**config.mk**
```make
export PLATFORM = sky130hd
export DESIGN_NAME = aes_core_arbiter
export DESIGN_NICKNAME = d
export VERILOG_FILES = /design/src/rtl/aes_arb_pkg.sv /design/src/rtl/aes_rr_arb2.sv /design/src/rtl/aes_core_arbiter.sv
export SDC_FILE = /design/constraint.sdc
export NUM_CORES = 1
export LEC_CHECK = 0
export CAP_MARGIN = 15
export CORE_AREA = 2 2 555 557
export DETAILED_ROUTE_END_ITERATION = 8
export DIE_AREA = 0 0 557 559
export PLACE_DENSITY = 0.3
export SETUP_SLACK_MARGIN = 0.5
export SLEW_MARGIN = 0
export SYNTH_ARGS = -nofsm -noshare
export SYNTH_HDL_FRONTEND = slang
export SYNTH_SLANG_ARGS = --single-unit
```
**constraint.sdc**
```tcl
create_clock -name clk_i -period 3.15 [get_ports clk_i]
set_input_delay 0.63 -clock clk_i [delete_from_list [all_inputs] [get_ports clk_i]]
set_output_delay 0.63 -clock clk_i [all_outputs]
set_load 0.02 [all_outputs]
```
**src/rtl/aes_arb_pkg.sv**
```systemverilog
// Shared definitions for the two-requester AES core arbiter.
// Holds the arbiter FSM state type, the requester count and the
// ciph_op / key_len encodings carried through to the cipher core.
package aes_arb_pkg;

    localparam int NumReq = 2;

    typedef enum logic [1:0] {
        ARB_IDLE  = 2'd0,
        ARB_ISSUE = 2'd1,
        ARB_WAIT  = 2'd2,
        ARB_RESP  = 2'd3
    } arb_state_e;

    // Cipher operation and key length encodings seen on the request bus.
    localparam logic [1:0] CIPH_OP_ENC = 2'b01;
    localparam logic [1:0] CIPH_OP_DEC = 2'b10;

    localparam logic [2:0] KEY_LEN_128 = 3'b001;
    localparam logic [2:0] KEY_LEN_192 = 3'b010;
    localparam logic [2:0] KEY_LEN_256 = 3'b100;

    // One-hot vector for a requester index.
    function automatic logic [NumReq-1:0] req_onehot(input logic idx);
        return idx ? 2'b10 : 2'b01;
    endfunction

endpackage

```
**src/rtl/aes_rr_arb2.sv**
```systemverilog
// Two-way round-robin selector.
// A sole requester always wins; with both requesting, the one that was
// not granted last time wins. Purely combinational.
module aes_rr_arb2
    import aes_arb_pkg::*;
(
    input  logic [NumReq-1:0] req_i,
    input  logic              last_grant_i,
    output logic [NumReq-1:0] gnt_o,
    output logic              gnt_idx_o
);

    // Pick the winner from the current request pattern and last grant.
    always_comb begin
        // NOTE: every output gets a default before the case so no path leaves it unassigned (no latch).
        gnt_o     = '0;
        gnt_idx_o = 1'b0;
        case (req_i)
            2'b01: begin
                gnt_idx_o = 1'b0;
                gnt_o     = 2'b01;
            end
            2'b10: begin
                gnt_idx_o = 1'b1;
                gnt_o     = 2'b10;
            end
            2'b11: begin
                gnt_idx_o = ~last_grant_i;
                gnt_o     = req_onehot(~last_grant_i);
            end
            default: ;
        endcase
    end

endmodule

```
**src/rtl/aes_core_arbiter.sv**
```systemverilog
// Arbiter sharing one AES cipher core between two requesters.
// One operation is in flight at a time: IDLE -> ISSUE -> WAIT -> RESP.
// The winning request is latched, handed to the core, the result is
// registered and returned to the owning requester only.
// Optional feature: define AES_ARB_STATS_EN to add per-requester
// saturating grant counters on grant_cnt_o.
module aes_core_arbiter
    import aes_arb_pkg::*;
#(
    parameter int DataWidth = 128,
    parameter int KeyWidth  = 256,
    parameter int CntWidth  = 16
) (
    input  logic                                 clk_i,
    input  logic                                 rst_ni,

    input  logic [NumReq-1:0]                    req_valid_i,
    output logic [NumReq-1:0]                    req_ready_o,
    input  logic [NumReq-1:0][1:0]               req_op_i,
    input  logic [NumReq-1:0][2:0]               req_key_len_i,
    input  logic [NumReq-1:0][KeyWidth-1:0]      req_key_i,
    input  logic [NumReq-1:0][DataWidth-1:0]     req_data_i,

    output logic                                 core_valid_o,
    input  logic                                 core_ready_i,
    output logic [1:0]                           core_op_o,
    output logic [2:0]                           core_key_len_o,
    output logic [KeyWidth-1:0]                  core_key_o,
    output logic [DataWidth-1:0]                 core_data_o,

    input  logic                                 core_res_valid_i,
    output logic                                 core_res_ready_o,
    input  logic [DataWidth-1:0]                 core_res_data_i,
    input  logic                                 core_res_err_i,

    output logic [NumReq-1:0]                    rsp_valid_o,
    input  logic [NumReq-1:0]                    rsp_ready_i,
    output logic [DataWidth-1:0]                 rsp_data_o,
    output logic                                 rsp_err_o
`ifdef AES_ARB_STATS_EN
    ,
    output logic [NumReq-1:0][CntWidth-1:0]      grant_cnt_o
`endif
);

    arb_state_e          state_q, state_d;
    logic                last_grant_q;
    logic                owner_q;
    logic [NumReq-1:0]   arb_gnt;
    logic                arb_idx;
    logic                accept;
    logic                res_capture;

    aes_rr_arb2 u_rr_arb (
        .req_i        (req_valid_i),
        .last_grant_i (last_grant_q),
        .gnt_o        (arb_gnt),
        .gnt_idx_o    (arb_idx)
    );

    // Handshake qualifiers shared by the FSM and the datapath registers.
    assign accept      = |(req_valid_i & req_ready_o);
    assign res_capture = (state_q == ARB_WAIT) && core_res_valid_i;

    // FSM state register.
    always_ff @(posedge clk_i or negedge rst_ni) begin
        // NOTE: sequential state uses non-blocking assignments so all registers update together at the edge.
        if (!rst_ni) begin
            state_q <= ARB_IDLE;
        end else begin
            state_q <= state_d;
        end
    end

    // Next-state and handshake outputs decoded from the current state.
    always_comb begin
        state_d          = state_q;
        req_ready_o      = '0;
        core_valid_o     = 1'b0;
        core_res_ready_o = 1'b0;
        rsp_valid_o      = '0;
        case (state_q)
            ARB_IDLE: begin
                // Gated by rst_ni so ready reads 0 while reset is held,
                // even though the selector itself is combinational.
                req_ready_o = rst_ni ? arb_gnt : '0;
                if (accept) begin
                    state_d = ARB_ISSUE;
                end
            end
            ARB_ISSUE: begin
                core_valid_o = 1'b1;
                if (core_ready_i) begin
                    state_d = ARB_WAIT;
                end
            end
            ARB_WAIT: begin
                core_res_ready_o = 1'b1;
                if (core_res_valid_i) begin
                    state_d = ARB_RESP;
                end
            end
            ARB_RESP: begin
                rsp_valid_o = req_onehot(owner_q);
                if (rsp_ready_i[owner_q]) begin
                    state_d = ARB_IDLE;
                end
            end
            default: state_d = ARB_IDLE;
        endcase
    end

    // Round-robin history and ownership of the operation in flight.
    always_ff @(posedge clk_i or negedge rst_ni) begin
        if (!rst_ni) begin
            last_grant_q <= 1'b1;
            owner_q      <= 1'b0;
        end else if (accept) begin
            last_grant_q <= arb_idx;
            owner_q      <= arb_idx;
        end
    end

    // Latch the winning request; held stable until the next acceptance.
    always_ff @(posedge clk_i or negedge rst_ni) begin
        // NOTE: wide datapath registers are reset here because they drive outputs that must read 0 during reset.
        if (!rst_ni) begin
            core_op_o      <= '0;
            core_key_len_o <= '0;
            core_key_o     <= '0;
            core_data_o    <= '0;
        end else if (accept) begin
            core_op_o      <= req_op_i[arb_idx];
            core_key_len_o <= req_key_len_i[arb_idx];
            core_key_o     <= req_key_i[arb_idx];
            core_data_o    <= req_data_i[arb_idx];
        end
    end

    // Register the core result; results arriving outside WAIT are dropped.
    always_ff @(posedge clk_i or negedge rst_ni) begin
        if (!rst_ni) begin
            rsp_data_o <= '0;
            rsp_err_o  <= 1'b0;
        end else if (res_capture) begin
            rsp_data_o <= core_res_data_i;
            rsp_err_o  <= core_res_err_i;
        end
    end

`ifdef AES_ARB_STATS_EN
    // Per-requester grant counters, saturating at all-ones.
    always_ff @(posedge clk_i or negedge rst_ni) begin
        if (!rst_ni) begin
            grant_cnt_o <= '0;
        end else begin
            for (int i = 0; i < NumReq; i++) begin
                if (accept && arb_gnt[i] && !(&grant_cnt_o[i])) begin
                    grant_cnt_o[i] <= grant_cnt_o[i] + CntWidth'(1);
                end
            end
        end
    end
`else
    // CntWidth only sizes the optional counters.
    logic unused_cnt_width;
    assign unused_cnt_width = |CntWidth;
`endif

endmodule

```
==> run summary <==
status -> finished clean
drt pass-1 iters -> 5
CP startpoint kind -> flop
layout cells sized above 1 -> 0.113
H-tree depth -> 3
mean cell area of the mapped netlist -> 11.5 sq um
Synth area leaders -> dfrtp_1 (57%), mux2i_1 (17%), o21ai_1 (8.5%)
Root Buffer -> clkbuf_16
maximum fanout along the worst path -> 4
WP buf/inv -> 2
Yosys cell types -> 27
final hold slack -> 0.437 ns
Die W -> 557 um
Hold Crit Class -> input pin to flop
Syn-to-layout area delta -> 99.8%
commonest non-fill, non-tap cells in the layout -> clkdlybuf4s50_1 (1,366), dfrtp_1 (520), nand2_1 (391), mux2i_1 (390), o21ai_1 (389)
Placed Area -> 42,700 sq um
TritonCTS Buffers -> 86
WL/cell -> 26.0 um
Worst Skew -> 0.0619 ns
final setup fails -> 0
post-route clock period utilization -> 0.809
DP HPWL -> 172 mm
Critical Path AT -> 1.92 ns
pin count of the biggest net entering global routing -> 80
die extent in y -> 559 um
Slew HR -> 0.457
register area share after synthesis -> 0.572
CP delay by family, top -> flip-flops
setup total negative slack -> 0 ns
layout net count -> 4,405
post-route cell area -> 45,700 sq um
CP cell instances -> inv_2 -> ha_4 -> nand3_4 -> a21oi_4 -> buf_12
prevailing post-synth register cell -> dfrtp_1
slew at the pin closest to its max-slew limit -> 0.818 ns
# IOs -> 1,439
clock slew at reported path FFs -> 0.06 ns
Final Hold Vio Count -> 0
Final ANT Viol Nets -> 0
via count -> 22,000
pwr dens -> 918 nW/um^2
commonest non-fill, non-tap cell in the layout -> clkdlybuf4s50_1
minimum clock period -> 2.55 ns
critical path's slowest cell -> dfrtp_1
Crit. End Element -> primary output
Async SR Flop Fraction -> 1.00
Tot Pwr -> 41.9 mW
vias in the first global route -> 22,800
via/cell ratio -> 2.86
Worst EP required -> 2.52 ns
Core Rows -> 203
Initial Util -> 0.0749
Post-Syn Instances -> 1,991
port bufs -> 1,438
Peak supply drop -> 0.000469 V
Routability Congestion -> 0.894
DRT iter0 DRCs -> 1,001
PnR worst setup slack -> 0.602 ns
syn nets -> 2,911
Max Clock Freq -> 392 MHz
Max-Cap Viols -> 0
initial antenna violation count -> 172
Post-synth EDFFs -> 0
pre-CTS WS -> -0.0272 ns
register bit total from synthesis -> 522
synthesized area -> 22,900 sq um
CTS Buffer Depth -> 4
Leak Pwr -> 18.5 nW
Core Box Area -> 305,000 sq um
gr usage total -> 0.124
Yosys Warn Count -> 0
global-route wire length before repair -> 252 mm
grt ovf -> 0
Synth area leader -> dfrtp_1
Slew Viols, Final -> 0
Skew-Pair Late Insertion Delay -> 0.77 ns
RSZ-0062 raised after global routing -> true
TritonCTS clock tree -> done
critical path class -> flop to primary output
CTS Sinks -> 522
final wirelength -> 200 mm
Synth top area share -> 0.570
DRC viols -> 0
slowest cell delay on critical path -> 0.41 ns
die area -> 311,000 sq um
[Yosys cell counts, types with 2 or more instances]
master	count
mux2i_1	390
clkbuf_8	6
dfrtp_1	521
buf_6	15
buf_2	63
clkbuf_1	50
ha_1	5
mux2_2	129
buf_4	7
nand3_1	2
inv_1	6
nand2_1	392
a21oi_1	2
o21ai_1	389
o21ai_0	2
[state kept, by name (all words and copies together), names as in the netlist]
name / flops
core_key_o: 256
core_data_o: 128
rsp_data_o: 128
core_key_len_o: 3
core_op_o: 2
state_q: 2
last_grant_q: 1
owner_q: 1
rsp_err_o: 1
[worst reg2reg max path: stages (launching register included)]
cell      delay (ns)
dfrtp_1         0.41
inv_2           0.09
buf_4           0.11
ha_2            0.19
buf_12          0.14
inv_1           0.08
o221ai_2        0.55
a221o_1         0.28
mux2_1          0.33
[area by class of cell]
class | count | area, sq um
Tap cell | 4100 | 5130
Antenna cell | 36 | 90.1
Clock inverter | 22 | 283
Timing Repair Buffer | 1549 | 15500
Multi-Input combinational cell | 1320 | 9040
Inverter | 6 | 22.5
Clock buffer | 122 | 2510
Sequential cell | 522 | 13100
Fill cell | 34300 | 259000
[logic make-up (layout without fill, tap and decap cells)]
group / count (synthesis) / after routing / share of synthesized area
other: 0 / 36 / 0
buffers and inverters: 149 / 1699 / 0.0371
AND/OR/NAND/NOR: 397 / 397 / 0.0655
AO/OA/AOI/OAI: 398 / 398 / 0.0882
multiplexers: 520 / 520 / 0.235
adder cells (fa/ha/maj): 5 / 5 / 0.00274
flip-flops: 522 / 522 / 0.572
[what timing repair did]
item | 4_1_cts | 5_1_grt
resized for setup | 90 | 7
setup endpoints to repair | 64 | 4
hold buffers | 1 | 0
setup buffers | 6 | 2
pin swaps | 1 | 1
endpoints found under the hold margin | 14 | 0
[power breakdown]
part	switching, mW	internal, mW
clock	3.82	5.91
combinational	11.3	8.80
sequential	2.22	9.87
[path summary, 6_finish.rpt]
check	slack (ns)	startpoint	cells past startpoint	endpoint
max in group asynchronous	1.55	rst_ni	5	core_data_o[51]
min reg2reg	0.48	core_key_o[207]	2	core_key_o[207]
min	0.44	core_res_data_i[75]	2	rsp_data_o[75]
max	0.60	state_q[0]	5	req_ready_o[1]
max reg2reg	0.85	state_q[1]	8	state_q[1]
min in group asynchronous	0.55	rst_ni	3	core_key_o[228]
[layer usage]
layer | part of all wire | routed length (um) | GRT usage | vias to the layer above
met1 | 0.41 | 80900 | 0.146 | 10300
met5 | 0.0042 | 831 | 0 | -
li1 | - | - | - | 9964
met3 | 0.13 | 25600 | 0.0689 | 329
met2 | 0.45 | 89200 | 0.197 | 1215
met4 | 0.016 | 3230 | 0.0229 | 126
[stage by stage]
step                 util  std cells
finish              0.150       7677
global route        0.149       7647
CTS                 0.149       7639
detailed placement  0.140       7488
global placement    0.140       7488
floorplan               -       1991
(Power assumes the default switching activity.)
